File: src/rtl/of_unit.sv
// Operand-fetch stage: owns the 16x32 register file, decodes the fetched
// instruction, builds immediate and branch target, and registers the
// resulting operand bundle for execute.
module of_unit #(
  parameter int NUM_REGS = 16,
  parameter int RA_IDX   = 15
) (
  input  logic        clk,
  input  logic        rst,
  input  logic        if_valid,
  input  logic [31:0] pc_in,
  input  logic [31:0] inst_in,
  input  logic        stall,
  input  logic        flush,
  input  logic        wb_en,
  input  logic [3:0]  wb_rd,
  input  logic [31:0] wb_data,
  output logic        of_valid,
  output logic [31:0] of_pc,
  output logic [31:0] of_inst,
  output logic [31:0] op_a,
  output logic [31:0] op_b,
  output logic [31:0] store_data,
  output logic [31:0] imm_ext,
  output logic [31:0] branch_target
);

  localparam logic [4:0] OP_ST  = 5'd15;
  localparam logic [4:0] OP_RET = 5'd20;
  localparam logic [3:0] RA     = 4'(RA_IDX);

  logic [31:0] regs [NUM_REGS];

  logic [4:0]  opcode;
  logic        i_bit;
  logic [3:0]  rd;
  logic [3:0]  rs1;
  logic [3:0]  rs2;
  logic [1:0]  modifier;
  logic [15:0] imm16;

  logic [3:0]  rs1_sel;
  logic [3:0]  rs2_sel;
  logic [31:0] read_a;
  logic [31:0] read_b;
  logic [31:0] read_d;
  logic [31:0] imm_next;
  logic [31:0] op_b_next;
  logic [31:0] target_next;

  assign opcode   = inst_in[31:27];
  assign i_bit    = inst_in[26];
  assign rd       = inst_in[25:22];
  assign rs1      = inst_in[21:18];
  assign rs2      = inst_in[17:14];
  assign modifier = inst_in[17:16];
  assign imm16    = inst_in[15:0];

  // ret reads the return-address register; st reads its data register as rs2
  assign rs1_sel = (opcode == OP_RET) ? RA : rs1;
  assign rs2_sel = (opcode == OP_ST)  ? rd : rs2;

  // Write-first bypass so an instruction sees a same-cycle writeback
  assign read_a = (wb_en && wb_rd == rs1_sel) ? wb_data : regs[rs1_sel];
  assign read_b = (wb_en && wb_rd == rs2_sel) ? wb_data : regs[rs2_sel];
  assign read_d = (wb_en && wb_rd == rd)      ? wb_data : regs[rd];

  // Immediate extension selected by the modifier bits; 11 behaves as 00
  always_comb begin
    imm_next = {{16{imm16[15]}}, imm16};
    case (modifier)
      2'b01:   imm_next = {16'h0000, imm16};
      2'b10:   imm_next = {imm16, 16'h0000};
      default: imm_next = {{16{imm16[15]}}, imm16};
    endcase
  end

  assign op_b_next   = i_bit ? imm_next : read_b;
  assign target_next = pc_in + {{3{inst_in[26]}}, inst_in[26:0], 2'b00};

  // Register file: synchronous write, every index including r0 writable
  always_ff @(posedge clk or posedge rst) begin
    if (rst) begin
      for (int i = 0; i < NUM_REGS; i++) begin
        regs[i] <= '0;
      end
    end else if (wb_en) begin
      regs[wb_rd] <= wb_data;
    end
  end

  // IF/OF pipeline register: flush clears valid, stall freezes everything
  always_ff @(posedge clk or posedge rst) begin
    if (rst) begin
      of_valid      <= 1'b0;
      of_pc         <= '0;
      of_inst       <= '0;
      op_a          <= '0;
      op_b          <= '0;
      store_data    <= '0;
      imm_ext       <= '0;
      branch_target <= '0;
    end else if (flush) begin
      of_valid <= 1'b0;
    end else if (!stall) begin
      of_valid      <= if_valid;
      of_pc         <= pc_in;
      of_inst       <= inst_in;
      op_a          <= read_a;
      op_b          <= op_b_next;
      store_data    <= read_d;
      imm_ext       <= imm_next;
      branch_target <= target_next;
    end
  end

endmodule

File: config.mk
export PLATFORM = sky130hd
export DESIGN_NAME = of_unit
export DESIGN_NICKNAME = d
export VERILOG_FILES = /design/src/rtl/of_unit.sv
export SDC_FILE = /design/constraint.sdc
export NUM_CORES = 2
export LEC_CHECK = 0
export ABC_AREA = 1
export CORE_MARGIN = 4
export CORE_UTILIZATION = 60
export DETAILED_ROUTE_END_ITERATION = 8
export PLACE_DENSITY_LB_ADDON = 0.3
export SYNTH_ARGS = -nofsm -noshare
export SYNTH_HDL_FRONTEND = slang
export SYNTH_SLANG_ARGS = --single-unit
File: constraint.sdc
create_clock -name clk -period 28.1 [get_ports clk]
set_clock_uncertainty 0.1 [all_clocks]
set_input_delay 5.62 -clock clk [delete_from_list [all_inputs] [get_ports clk]]
set_output_delay 5.62 -clock clk [all_outputs]
set_load 0.01 [all_outputs]
Word-level counts from Yosys, hierarchy flattened
Index checks and enable logic that the tools add are counted.

Register bits: 737.

Add/subtract/negate cells: 1. Reduce and logical (&&, ||, !) cells: 5. Muxes and demuxes: 21. Equal/unequal tests: 8. Order comparisons: 5. Bitwise gates (word level): 6.

Operators with widths (count): $bwmux W512 (1); $bmux W32 S4 (3); $mux W32 (11); $demux W32 S4 (1); $pmux W32 S2 (1); $add A32 B32 Y32 (1); $ge A5 B5 Y1 const B (4); $not A4 Y5 (4); $eq A4 B4 Y1 (3); $mux W4 (2); $eq A5 B4 Y1 const B (1); $eq A5 B5 Y1 const B (1); $lt A5 B1 Y1 const B (1); $logic_and A1 B1 Y1 (4); $eq A2 B1 Y1 const B (1); $eq A2 B2 Y1 const B (1); $mux W1 (2); $ne A2 B1 Y1 const B (1); $not A1 Y1 (2); $reduce_and A2 Y1 (1).

Depth between registers and ports, before layout
Depth in word-level cells: 8. Mapped depth: 15. Mapped depth without buffers: 14.

Worst setup path before layout
OpenSTA, ideal clock, no wires.

Path type: input port to flip-flop. From: input pc_in[2]. To: register branch_target[18]. Required time: 27918 ps. Stages: 11. Path buffers: 0. Path slack: 20653 ps. Arrival time: 7265 ps. Cell sequence: ha_1 -> inv_1 -> fa_1 -> inv_1 -> nand2_1 -> o21ai_0 -> a21oi_1 -> inv_1 -> a21oi_1 -> or2_2 -> a31oi_1.

Word-level cells in the longest chain between the ends: 1.

RTL lines: from (decl) (RTL line 11) `input logic [31:0] pc_in,`; $add A32 B32 Y32 (RTL line 79) `assign target_next = pc_in + {{3{inst_in[26]}}, inst_in[26:0], 2'b00};`; to (signal assigned) (RTL line 113) `branch_target <= target_next;`; to (decl) (RTL line 25) `output logic [31:0] branch_target`.

No other way between the ends. A chain may end at the register's enable or synchronous reset.

Worst setup path in the final report
From: input inst_in[27]. To: register op_a[5].

Word-level cells in the longest chain between the ends: 7. Elaborated cells between the ends (all ways): 9. Classes of those cells: eq/ne: 2; mux: 5; bitwise: 1; reduce/logical: 1.

RTL lines: from (decl) (RTL line 12) `input logic [31:0] inst_in,`; $eq A5 B5 Y1 (*) (RTL line 60) `assign rs1_sel = (opcode == OP_RET) ? RA : rs1;`; $mux W4 (*) (RTL line 60); $not A4 Y5 (implied by the code) (RTL line 64) `assign read_a = (wb_en && wb_rd == rs1_sel) ? wb_data : regs[rs1_sel];`; $bmux W32 S4 (RTL line 64); $mux W32 (implied by the code) (2 in a row) (RTL line 64); $mux W32 (*) (RTL line 64); to (signal assigned) (RTL line 109) `op_a <= read_a;`; to (decl) (RTL line 21) `output logic [31:0] op_a,`.

Mark *: on every way between the ends. The rest lies on a longest branch, timed or not. The select of a mux whose other input is x is not followed.

==> results.tsv <==
metric	value	unit
outcome	complete, but fails checks	
violations	DRC	
synth-edff-count	0	
cp-startpoint	inst_in[27]	
placed_cell_area	48300	µm²
synth-main-ff-cell	dfrtp_1	
synth_area_leader_cell	dfrtp_1	
synth_top_area_share	40.73	%
setup_viol	0	
vias	50195	
start_kind	primary input	
coreArea	74570	µm²
grt_pass1_vias	46777	
num-fill-cells	6402	
syn_avg_cell_area	6.833	µm²
fmax	93.96	MHz
dieWidth	282.3	µm
drt_iter0_markers	8391	
dr.pass1.iters	9	
syn_area	45160	µm²
numClockSinks	735	
slew_headroom	2.560	%
p_per_area	69.34	nW/µm²
avgViaCountPerCell	6.602	
worst_pin_slew	1446	ps
timing.hold.ws	370.6	ps
ir_drop	0.05531	mV
syn2layout_area_growth	13.29	%
tns	0	ps
synth_warnings	0	
worst-setup-path-type	in2reg	
syn-instance-count	6609	
end_kind	flip-flop	
routedWlPerCell	25.41	µm
reg2reg_from	regs[95]	
grtUsageMet1	58.47	%
grt.overflow.total	0	
grt_util_met2	66.69	%
h-tree-depth	3	
maxCapViolations	0	
period_needed	10640	ps
post-route-drc-count	2	
cts_tree	built	
grt_max_degree	238	
yosys-top-cells-area	dfrtp_1 (41%), nand2_1 (15%), nand3_1 (11%)	
crit_arrival	11100	ps
syn-num-nets	6747	
grt_pass1_wl	286100	µm
hpwl	113500	µm
routed_wl	193200	µm
yosys_register_bits	735	
hold_viol_final	0	
ios	331	
drive_above_1_share	4.001	%
clk_pin_slew	60	ps
ys_seq_area_share	40.73	%
row_count	100	
cts-root-buf	clkbuf_16	
cp.required	28550	ps
gp_congestion	1.061	
die-area	79720	µm²
cts_buffer_depth	3	
tritoncts.num_buffers	83	
nets	6698	
period_share	37.88	%
critPathMaxFanout	38	
start_util	60.56	%
grtUsageMet3	15.60	%
clk_latency	660	ps
min_from	of_inst[12]	
grt.total_usage	47.24	%
p_leak	0.02439	µW
setup_slack	17460	ps
synthDistinctLibCells	38	
io_buffers	330	
ctsResizeCount	0	
dp_slack	17290	ps
post_cts_buffers	0	
rsz0062_at_grt	false	
top_usage_layer	met2	
die_height	282.3	µm
post-route-util	68.61	%
final_cell_area	51160	µm²
slew_violations	0	
ant_nets	0	
antenna_found_initial	10	
hold_path.class	reg2reg	
ctsHoldBuffers	0	
async_reset_ff_share	100.0	%
==> synth_stat cells, types with 3 or more instances <==
| cell type | n |
|---|---|
| nand3_1 | 1032 |
| a21oi_1 | 351 |
| o211ai_1 | 265 |
| dfrtp_1 | 735 |
| xor2_1 | 8 |
| clkbuf_1 | 359 |
| inv_2 | 4 |
| nand4_1 | 13 |
| a31oi_1 | 40 |
| nor2_1 | 217 |
| nor3_1 | 9 |
| ha_1 | 31 |
| buf_1 | 61 |
| inv_1 | 618 |
| o21bai_1 | 9 |
| o21ai_0 | 815 |
| o21ai_1 | 58 |
| or2_2 | 7 |
| nor4_4 | 3 |
| nand2_1 | 1822 |
| buf_4 | 13 |
| a21boi_0 | 5 |
| buf_2 | 105 |
| o22a_1 | 3 |
| xnor2_1 | 4 |
| a21o_1 | 5 |
==> cell usage in the layout (no fill, tap or decap), types with 5 or more instances in the layout <==
master              n
o21bai_1            8
a21boi_0            5
clkbuf_1           17
o21ai_1            57
nand2_4             5
o211ai_1          265
or2_2               7
nand2_1          1808
nor3_1              9
clkbuf_8           17
clkbuf_16          85
xor2_1              8
clkinv_2           13
a31oi_1            40
nand3_2             6
bufinv_16           9
nand2_2             9
ha_1               31
diode_2            11
dfrtp_1           735
nand4_1            13
o21ai_0           813
buf_4              71
nor2_1            216
nand3_1          1024
a21oi_1           351
clkdlybuf4s50_1   325
a21o_1              5
inv_1             613
==> flip-flops by register name, indices dropped and copies added, names as in the netlist <==
signal	flops
of_valid	1
of_pc	32
op_a	32
branch_target	30
imm_ext	32
op_b	32
store_data	32
of_inst	32
regs	512
==> critical path, cell delays in order <==
cell             delay (ps)
clkdlybuf4s50_1         470
nor2_1                  120
nand4_1                 490
nand2_2                 190
buf_4                   720
clkinv_1               1210
buf_4                   640
a21oi_1                 300
nand3_4                 370
buf_4                   460
nor2_1                  210
nor2_1                   70
nand2_1                  90
nand2_1                  50
==> kinds of logic after synthesis <==
logic type / Yosys count / share of synthesized area (%)
AND/OR/NAND/NOR: 3110 / 29.04
buffers and inverters: 1162 / 10.06
XOR/XNOR: 12 / 0.2327
multiplexers: 1 / 0.02217
flip-flops: 735 / 40.73
adder cells (fa/ha/maj): 32 / 0.9032
AO/OA/AOI/OAI: 1557 / 19.01
==> metrics by stage <==
stage / power [µW] / std cells
6_report: 3547 / 7603
3_3_place_gp: 2335 / 7444
4_1_cts: 3506 / 7592
2_1_floorplan: 1992 / 6609
5_1_grt: 3706 / 7597
3_5_place_dp: 2364 / 7444
==> area by class of cell <==
class / instances / area, µm² / share of cell area (%)
antenna: 11 / 27.53 / 0.05380
multi-input combinational: 4712 / 22440 / 43.86
inverter: 624 / 2367 / 4.627
tap: 969 / 1212 / 2.370
clock inverter: 30 / 417.9 / 0.8168
timing repair buffer: 404 / 3895 / 7.613
clock buffer: 118 / 2411 / 4.713
sequential: 735 / 18390 / 35.95
==> routing by layer <==
layer / vias to the layer above / share of wire (%)
met5: - / 0.039
met3: 1361 / 15
li1: 21790 / -
met4: 6 / 11
met1: 22818 / 33
met2: 4220 / 40
==> where the power goes <==
| part | switching [µW] | leakage (µW) | internal, µW |
|---|---|---|---|
| Clock | 472 | 0.00139 | 680 |
| Combinational | 615 | 0.0138 | 351 |
| Sequential | 165 | 0.00918 | 1270 |
==> worst paths after layout <==
kind                                   to  slack (ps)  cells after the start
max in group asynchronous       regs[423]       19990                      4
setup / recovery                  op_a[5]       17460                     14
hold reg to reg               of_inst[12]         370                      2
hold / removal                of_inst[12]         370                      2
setup reg to reg           store_data[31]       25570                      8
min in group asynchronous       regs[472]        5380                      2
No activity file was read; power rests on OpenSTA's default activity.
